File: config.mk
export PLATFORM = sky130hd
export DESIGN_NAME = time_unit_counter
export DESIGN_NICKNAME = d
export VERILOG_FILES = /design/src/rtl/time_unit_counter.sv
export SDC_FILE = /design/constraint.sdc
export NUM_CORES = 1
export LEC_CHECK = 0
export ABC_AREA = 1
export ABC_CLOCK_PERIOD_IN_PS = 2910
export CORE_MARGIN = 1.5
export CORE_UTILIZATION = 40
export DETAILED_ROUTE_END_ITERATION = 6
export DONT_BUFFER_PORTS = 1
export HOLD_SLACK_MARGIN = 0.05
export PLACE_DENSITY = 0.55
export SLEW_MARGIN = 20
export SYNTH_ARGS = -nofsm -noshare
export SYNTH_HDL_FRONTEND = slang
export SYNTH_SLANG_ARGS = --single-unit
File: constraint.sdc
create_clock -name clk -period 2.91 [get_ports clk]
set_clock_uncertainty 0.15 [all_clocks]
set_input_delay 0.7275 -clock clk [delete_from_list [all_inputs] [get_ports clk]]
set_output_delay 0.7275 -clock clk [all_outputs]
set_load 0.05 [all_outputs]
File: src/rtl/time_unit_counter.sv
// Modulo-N up/down time-unit counter (seconds, minutes or hours) with a
// synchronous checked load, registered wrap/error pulses, an optional
// 12-hour display mapping, BCD digit outputs and a gated display bus.
module time_unit_counter #(
    parameter int unsigned WIDTH     = 5,
    parameter int unsigned MODULUS   = 24,
    parameter int unsigned HOUR_MODE = 1
) (
    input  logic             clk,
    input  logic             clear_n,
    input  logic             tick,
    input  logic             up,
    input  logic             load,
    input  logic [WIDTH-1:0] data,
    input  logic             enable,
    input  logic             mode_12h,
    output logic [WIDTH-1:0] count,
    output logic [WIDTH-1:0] databus,
    output logic [3:0]       bcd_tens,
    output logic [3:0]       bcd_ones,
    output logic             pm,
    output logic             carry,
    output logic             borrow,
    output logic             load_err
);

    // One guard bit above the count so MODULUS == 2^WIDTH still compares cleanly.
    localparam int unsigned LAST    = MODULUS - 1;
    localparam int unsigned TWELVE_I = 12;
    localparam logic [WIDTH:0] MOD_EXT  = MODULUS[WIDTH:0];
    localparam logic [WIDTH:0] MOD_LAST = LAST[WIDTH:0];
    localparam logic [WIDTH:0] TWELVE   = TWELVE_I[WIDTH:0];
    localparam logic [WIDTH:0] ONE      = {{WIDTH{1'b0}}, 1'b1};

    // BCD conversion width: enough for values up to 99 and for the widened count.
    localparam int unsigned DW = (WIDTH + 1 > 7) ? WIDTH + 1 : 7;

    logic [WIDTH-1:0] count_q, count_d;
    logic             carry_q, carry_d;
    logic             borrow_q, borrow_d;
    logic             load_err_q, load_err_d;

    logic [WIDTH:0]   count_ext;
    logic [WIDTH:0]   data_ext;
    logic [WIDTH:0]   count_inc;
    logic [WIDTH:0]   count_dec;
    logic             hour12;
    logic [WIDTH:0]   disp_ext;
    logic [DW-1:0]    disp_wide;
    logic [DW-1:0]    ones_wide;
    logic [3:0]       tens_v;

    assign count_ext = {1'b0, count_q};
    assign data_ext  = {1'b0, data};
    assign count_inc = count_ext + ONE;
    assign count_dec = count_ext - ONE;

    // State and pulse registers; reset clears everything immediately, killing any pulse.
    always_ff @(posedge clk or negedge clear_n) begin
        if (!clear_n) begin
            count_q    <= '0;
            carry_q    <= 1'b0;
            borrow_q   <= 1'b0;
            load_err_q <= 1'b0;
        end else begin
            count_q    <= count_d;
            carry_q    <= carry_d;
            borrow_q   <= borrow_d;
            load_err_q <= load_err_d;
        end
    end

    // Next-state: load beats tick; pulses are one-hot by construction of the branches.
    always_comb begin
        count_d    = count_q;
        carry_d    = 1'b0;
        borrow_d   = 1'b0;
        load_err_d = 1'b0;
        if (load) begin
            if (data_ext < MOD_EXT) begin
                count_d = data;
            end else begin
                load_err_d = 1'b1;
            end
        end else if (tick) begin
            if (up) begin
                if (count_ext == MOD_LAST) begin
                    count_d = '0;
                    carry_d = 1'b1;
                end else begin
                    count_d = count_inc[WIDTH-1:0];
                end
            end else begin
                if (count_ext == '0) begin
                    count_d  = MOD_LAST[WIDTH-1:0];
                    borrow_d = 1'b1;
                end else begin
                    count_d = count_dec[WIDTH-1:0];
                end
            end
        end
    end

    assign hour12 = (HOUR_MODE != 0) && mode_12h;

    // Display value: 12-hour mapping shows midnight/noon hour as 12, afternoon as 1..11.
    always_comb begin
        disp_ext = count_ext;
        if (hour12) begin
            if (count_ext == '0) begin
                disp_ext = TWELVE;
            end else if (count_ext > TWELVE) begin
                disp_ext = count_ext - TWELVE;
            end
        end
    end

    // Decimal split of the display value (always below 100).
    always_comb begin
        disp_wide            = '0;
        disp_wide[WIDTH:0]   = disp_ext;
        tens_v               = 4'd0;
        for (int unsigned i = 1; i < 10; i++) begin
            if (disp_wide >= DW'(i * 10)) begin
                tens_v = 4'(i);
            end
        end
        ones_wide = disp_wide - DW'(tens_v * 10);
    end

    // Upper bits of the wide intermediates are zero by construction.
    logic unused_bits;
    assign unused_bits = ^{ones_wide[DW-1:4], disp_ext[WIDTH], count_inc[WIDTH], count_dec[WIDTH]};

    assign count    = count_q;
    assign databus  = enable ? disp_ext[WIDTH-1:0] : '0;
    assign bcd_tens = tens_v;
    assign bcd_ones = ones_wide[3:0];
    assign pm       = hour12 && (count_ext >= TWELVE);
    assign carry    = carry_q;
    assign borrow   = borrow_q;
    assign load_err = load_err_q;

endmodule

# Word-level counts from Yosys, hierarchy flattened
# Cells that the tools add are included.
# Widths: inputs -> output; s select.
totals:
  reg_bits: 8
  inputBits: 12
classes:
  n_addsub: 4
  mul: 1
  order_cmp: 12
  eq_ne: 2
  muxes: 29
  reduce_logical: 4
op_table:
  columns: ["op", "count"]
  rows:
  - ["$mux 5", 7]
  - ["$mux 4", 6]
  - ["$ge 6x7->1 const B", 3]
  - ["$ge 6x6->1 const B", 3]
  - ["$mux 6", 3]
  - ["$ge 6x5->1 const B", 2]
  - ["$mux 1", 11]
  - ["$ge 6x4->1 const B", 1]
  - ["$logic_not 6->1", 1]
  - ["$sub 5x4->6 const B", 1]
  - ["$add 5x1->5 const B", 1]
  - ["$eq 5x5->1 const B", 1]
  - ["$ge 5x4->1 const B", 1]
  - ["$gt 5x4->1 const B", 1]
  - ["$lt 5x5->1 const B", 1]
  - ["$sub 5x1->5 const B", 1]
  - ["$mul 4x3->3 const B", 1]
  - ["$mux 2", 2]
  - ["$sub 4x4->4", 1]
  - ["$ne 2x1->1 const B", 1]
  - ["$reduce_and 2->1", 1]
  - ["$reduce_bool 2->1", 1]
  - ["$logic_and 1x1->1", 1]

# Logic depth before layout (Yosys ltp)
depth:
  word_depth: 16
  depth_mapped: 20
  depth_no_buf: 20

# Worst setup path after synthesis
# Ideal clock, no wire load.
synth_path:
  path_type: "register to output"
  start: "register count_q[2], in the netlist count[2]"
  end: "output bcd_ones[3]"
  t_arrival_ns: 3.783
  t_required_ns: 2.033
  slack_ns: -1.750
  stages_incl_launch_ff: 18
  n_path_buf: 0
  path_cell_list: "dfrtp_1 inv_2 ha_1 nand2_1 nor2_1 nand2_2 nand3_4 nand4_1 inv_1 a21oi_1 ha_1 inv_1 ha_1 inv_1 nand2_2 inv_1 nand2_1 nand2_1"
synth_between:
  word_cells_on_any_way: 26
synth_lines:
  columns: ["item", "line", "rtl"]
  rows:
  - ["start, declared", "38", "logic [WIDTH-1:0] count_q, count_d;"]
  - ["start signal, assigned", "66", "count_q <= count_d;"]
  - ["$sub 5x4->6 or $gt 5x4->1 (tied branches)", "113, 112", null]
  - ["$mux 6", "112", "end else if (count_ext > TWELVE) begin"]
  - ["$mux 6", "110", "if (count_ext == '0) begin"]
  - ["$mux 6 *", "109", "if (hour12) begin"]
  - ["$ge 6x6->1", "124", "if (disp_wide >= DW'(i * 10)) begin"]
  - ["$mux 4 (5 in series)", "124", null]
  - ["$mux 4 *", "124", null]
  - ["named net bcd_tens[2]", "19", "output logic [3:0] bcd_tens,"]
  - ["$mul 4x3->3 *", "128", "ones_wide = disp_wide - DW'(tens_v * 10);"]
  - ["$sub 4x4->4 *", "128", null]
  - ["end, declared", "20", "output logic [3:0] bcd_ones,"]
# Mark *: on every way through the listed nets, which the timed path passes. The rest lies on a longest branch.

# Worst setup path in the final report
layout_path:
  start: "register count_q[2], in the netlist count[2]"
  end: "output bcd_ones[3]"
layout_between:
  elab_chain_len: 16
  word_cells_on_any_way: 26
layout_lines:
  columns: ["item", "line"]
  rows:
  - ["$sub 5x4->6 or $gt 5x4->1 (tied branches)", "113, 112"]
  - ["$mux 6", "112"]
  - ["$mux 6", "110"]
  - ["$mux 6 *", "109"]
  - ["$ge 6x4->1", "124"]
  - ["$mux 1", "124"]
  - ["$mux 2 (2 in series)", "124"]
  - ["$mux 4 (6 in series)", "124"]
  - ["$mul 4x3->3", "128"]
  - ["$sub 4x4->4 *", "128"]
# Every way passes the cells marked *; elsewhere a longest branch is shown, timed or not.

==> flow_metrics.py <==
metrics = {
    "drt": {
        "drtPass1Iterations": 4,
        "route.detailed.drc": 0,
        "wl_per_cell_um": 14.4,
        "drtIter0Drc": 31,
        "vias": 1055,
        "viasPerCell": 5.15,
        "ant_nets": 0,
        "wirelength_mm": 2.96,
    },
    "sta": {
        "finalSetupViolCount": 5,
        "setup_ws_ps": -469,
        "post-route-period-util": 1.16,
        "fin_crit_ps": 3380,
        "hold_violations": 0,
        "slew_viol_final": 0,
        "setup_tns_ps": -1050,
        "clock.fmax_mhz": 296,
        "grt_setup_unrepaired": "true",
    },
    "clock_network": {
        "insertion_delay_ps": 280,
        "cts_tree": "built",
        "cts.path.max_buffers": 2,
        "htreeDepth": 1,
        "cts_sinks": 8,
        "clkTransAtPathRegs_ps": 80,
        "clockRootBuffer": "clkbuf_4",
        "numCtsBuffers": 3,
    },
    "critical_path": {
        "r2r_end": "count[4]",
        "reg2reg_from": "count[2]",
        "arrival_ps": 2500,
        "required_ps": 2030,
        "path_max_fanout": 5,
        "r2r_slack_ps": 1020,
        "cp-start-kind": "register",
        "crit_path_end_kind": "output port",
        "crit_start": "count[2]",
        "crit_type": "register to output port",
        "reg2regPathDepth": 7,
    },
    "yosys": {
        "async_flop_share": 1.00,
        "syn_avg_cell_area_um2": 6.84,
        "synth_top_area_frac": 0.218,
        "netlist_top_cells_area": "dfrtp_1 (22%), ha_1 (11%), inv_1 (9.8%), nand2_1 (8.6%), o21ai_0 (6.0%)",
        "synthDistinctLibCells": 27,
        "ys_seq_area_frac": 0.218,
        "yosysTopAreaCell": "dfrtp_1",
        "synth_edf_count": 0,
        "synth-seq-cells": 8,
        "netlist_area_um2": 917,
        "yosys_most_used_dff": "dfrtp_1",
        "yosysWarnings": 0,
        "syn_nets": 154,
        "synthCells": 134,
    },
    "placed_design": {
        "dpl_worst_slack_ps": -186,
        "place.detailed.hpwl_mm": 2.30,
        "numPlacedInstances": 193,
        "io_buffers": 0,
        "gp_congestion": 0.881,
    },
    "die": {
        "die_h_um": 50.9,
        "core_um2": 2190,
        "initial_utilization": 0.419,
        "die-area_um2": 2590,
        "row_count": 17,
        "ios": 34,
        "die_x_um": 50.9,
    },
    "global_routing": {
        "top_usage_layer": "met2",
        "track_usage": 0.246,
        "overflow": 0,
        "use_met3": 0.0673,
        "met1_usage": 0.314,
        "met2_usage": 0.412,
        "grt_start_max_net_pins": 9,
        "grt_pass1_wl_mm": 4.69,
        "antenna_found_initial": 0,
        "grt_pass1_vias": 1051,
    },
    "pwr": {
        "switching_power_uw": 681,
        "clock_power_share": 0.083,
        "power_density_nw_per_um2": 821,
        "p_leak_nw": 0.739,
        "swShare": 0.555,
        "ir_drop_mv": 0.503,
        "p_int_uw": 547,
        "pwr-share-comb": 0.791,
        "p_seq_frac": 0.126,
    },
    "layout": {
        "nets": 198,
        "antenna_cells": 0,
        "syn_to_final_growth_pct": 63.0,
        "fin_cells": 205,
        "final_layout_size_suffix_gt1_frac": 0.525,
        "nFillCells": 185,
    },
    "min_path": {
        "hold_path_end": "borrow",
        "hp-start": "up",
        "holdPathStages": 1,
        "hp-class": "input pin to register",
    },
    "status": {
        "violations": "negative setup slack",
        "status": "finished with violations",
    },
    "run": {
        "drv_cap": 0,
    },
}
[cells in the mapped netlist (3+ instances only)]
cell type	n
nor3_1	3
a21oi_1	5
nor2_1	7
xnor2_1	3
nand2_2	7
inv_1	24
xor2_1	4
nand3_1	10
ha_1	8
nand2_1	21
o21ai_0	11
inv_2	4
dfrtp_1	8
[state kept, by name, summed over array words and instances (netlist names)]
signal,count
borrow,1
count,5
load_err,1
carry,1
[power by group through the flow]
stage          registers [mW]  clock network [mW]  logic [mW]
2_1_floorplan           0.209                   0       0.574
3_3_place_gp            0.156                   0       0.822
3_5_place_dp            0.156                   0       0.838
4_1_cts                 0.154              0.0976       0.932
5_1_grt                 0.156               0.103        1.04
6_report                0.155               0.101       0.972
[final cells by class]
class	instances	area, um^2	area share
multi-input combinational	97	767	0.513
timing repair buffer	40	330	0.221
sequential	8	209	0.140
inverter	28	128	0.0854
tap	28	35.0	0.0234
clock buffer	4	26.3	0.0176
[cells by family after synthesis]
kind of cell,Yosys count,synth area share
AO/OA/AOI/OAI,26,0.162
XOR/XNOR,7,0.0668
adder cells (fa/ha/maj),8,0.109
buffers and inverters,29,0.123
flip-flops,8,0.218
other,1,0.00409
AND/OR/NAND/NOR,55,0.317
[what timing repair did]
| action | in CTS | in global routing |
|---|---|---|
| hold endpoints to repair | 8 | 0 |
| gates resized for setup | 14 | 8 |
| endpoints found under the setup margin | 5 | 6 |
| buffers inserted | 6 | 2 |
| hold buffers | 1 | 0 |
| pin swaps | 14 | 8 |
[through the flow]
stage / hold WS [ps] / power [mW] / cell area (um^2) / util
2_1_floorplan: 282 / 0.783 / 1040 / -
3_3_place_gp: 282 / 0.978 / 1320 / 0.603
3_5_place_dp: 282 / 0.994 / 1320 / 0.603
4_1_cts: 402 / 1.18 / 1450 / 0.662
6_report: 398 / 1.23 / 1500 / 0.682
5_1_grt: 399 / 1.30 / 1500 / 0.682
[cells in the final DEF, fill, tap and decap left out, types with 2 or more instances in the layout]
master,netlist,routed
buf_4,1,35
nand2_1,21,15
inv_1,24,13
o21ai_0,11,11
nand2_4,1,8
inv_2,4,7
nand3_1,10,7
inv_4,0,6
nor2_1,7,6
nand2_2,7,6
ha_4,0,5
nand3_2,1,4
a21oi_1,5,4
xor2_1,4,4
dfrtp_2,0,4
ha_1,8,3
dfrtp_1,8,3
clkbuf_4,0,3
clkinvlp_4,0,2
nand4_1,2,2
nand3_4,2,2
a31oi_1,2,2
nor3_1,3,2
o211ai_1,2,2
xnor2_1,3,2
buf_6,0,2
[worst max-delay path by stage]
| stage | end | slack (ps) | cells after the start |
|---|---|---|---|
| 6_report | bcd_ones[3] | -470 | 16 |
| 4_1_cts | bcd_ones[3] | -430 | 17 |
| 3_5_place_dp | bcd_ones[3] | -190 | 16 |
| 2_1_floorplan | bcd_ones[3] | -770 | 19 |
| 3_3_place_gp | bcd_ones[3] | -120 | 18 |
| 5_1_grt | bcd_ones[3] | -560 | 16 |
[metal layers]
layer	up-vias	wire, um
met5	-	0
met4	0	47
met3	6	167
met2	37	1440
met1	488	1300
li1	524	-
[critical path, stage by stage (launching register included)]
cell,delay [ps]
dfrtp_4,510
ha_4,190
nand2_4,80
nand2_4,70
nand3_2,90
nand3_4,110
nand4_1,160
clkinvlp_4,140
a21oi_4,160
ha_4,150
inv_2,40
ha_4,150
inv_2,40
nand2_2,50
inv_2,50
nand2_2,60
nand2_4,160
No activity file was read; power rests on OpenSTA's default activity.
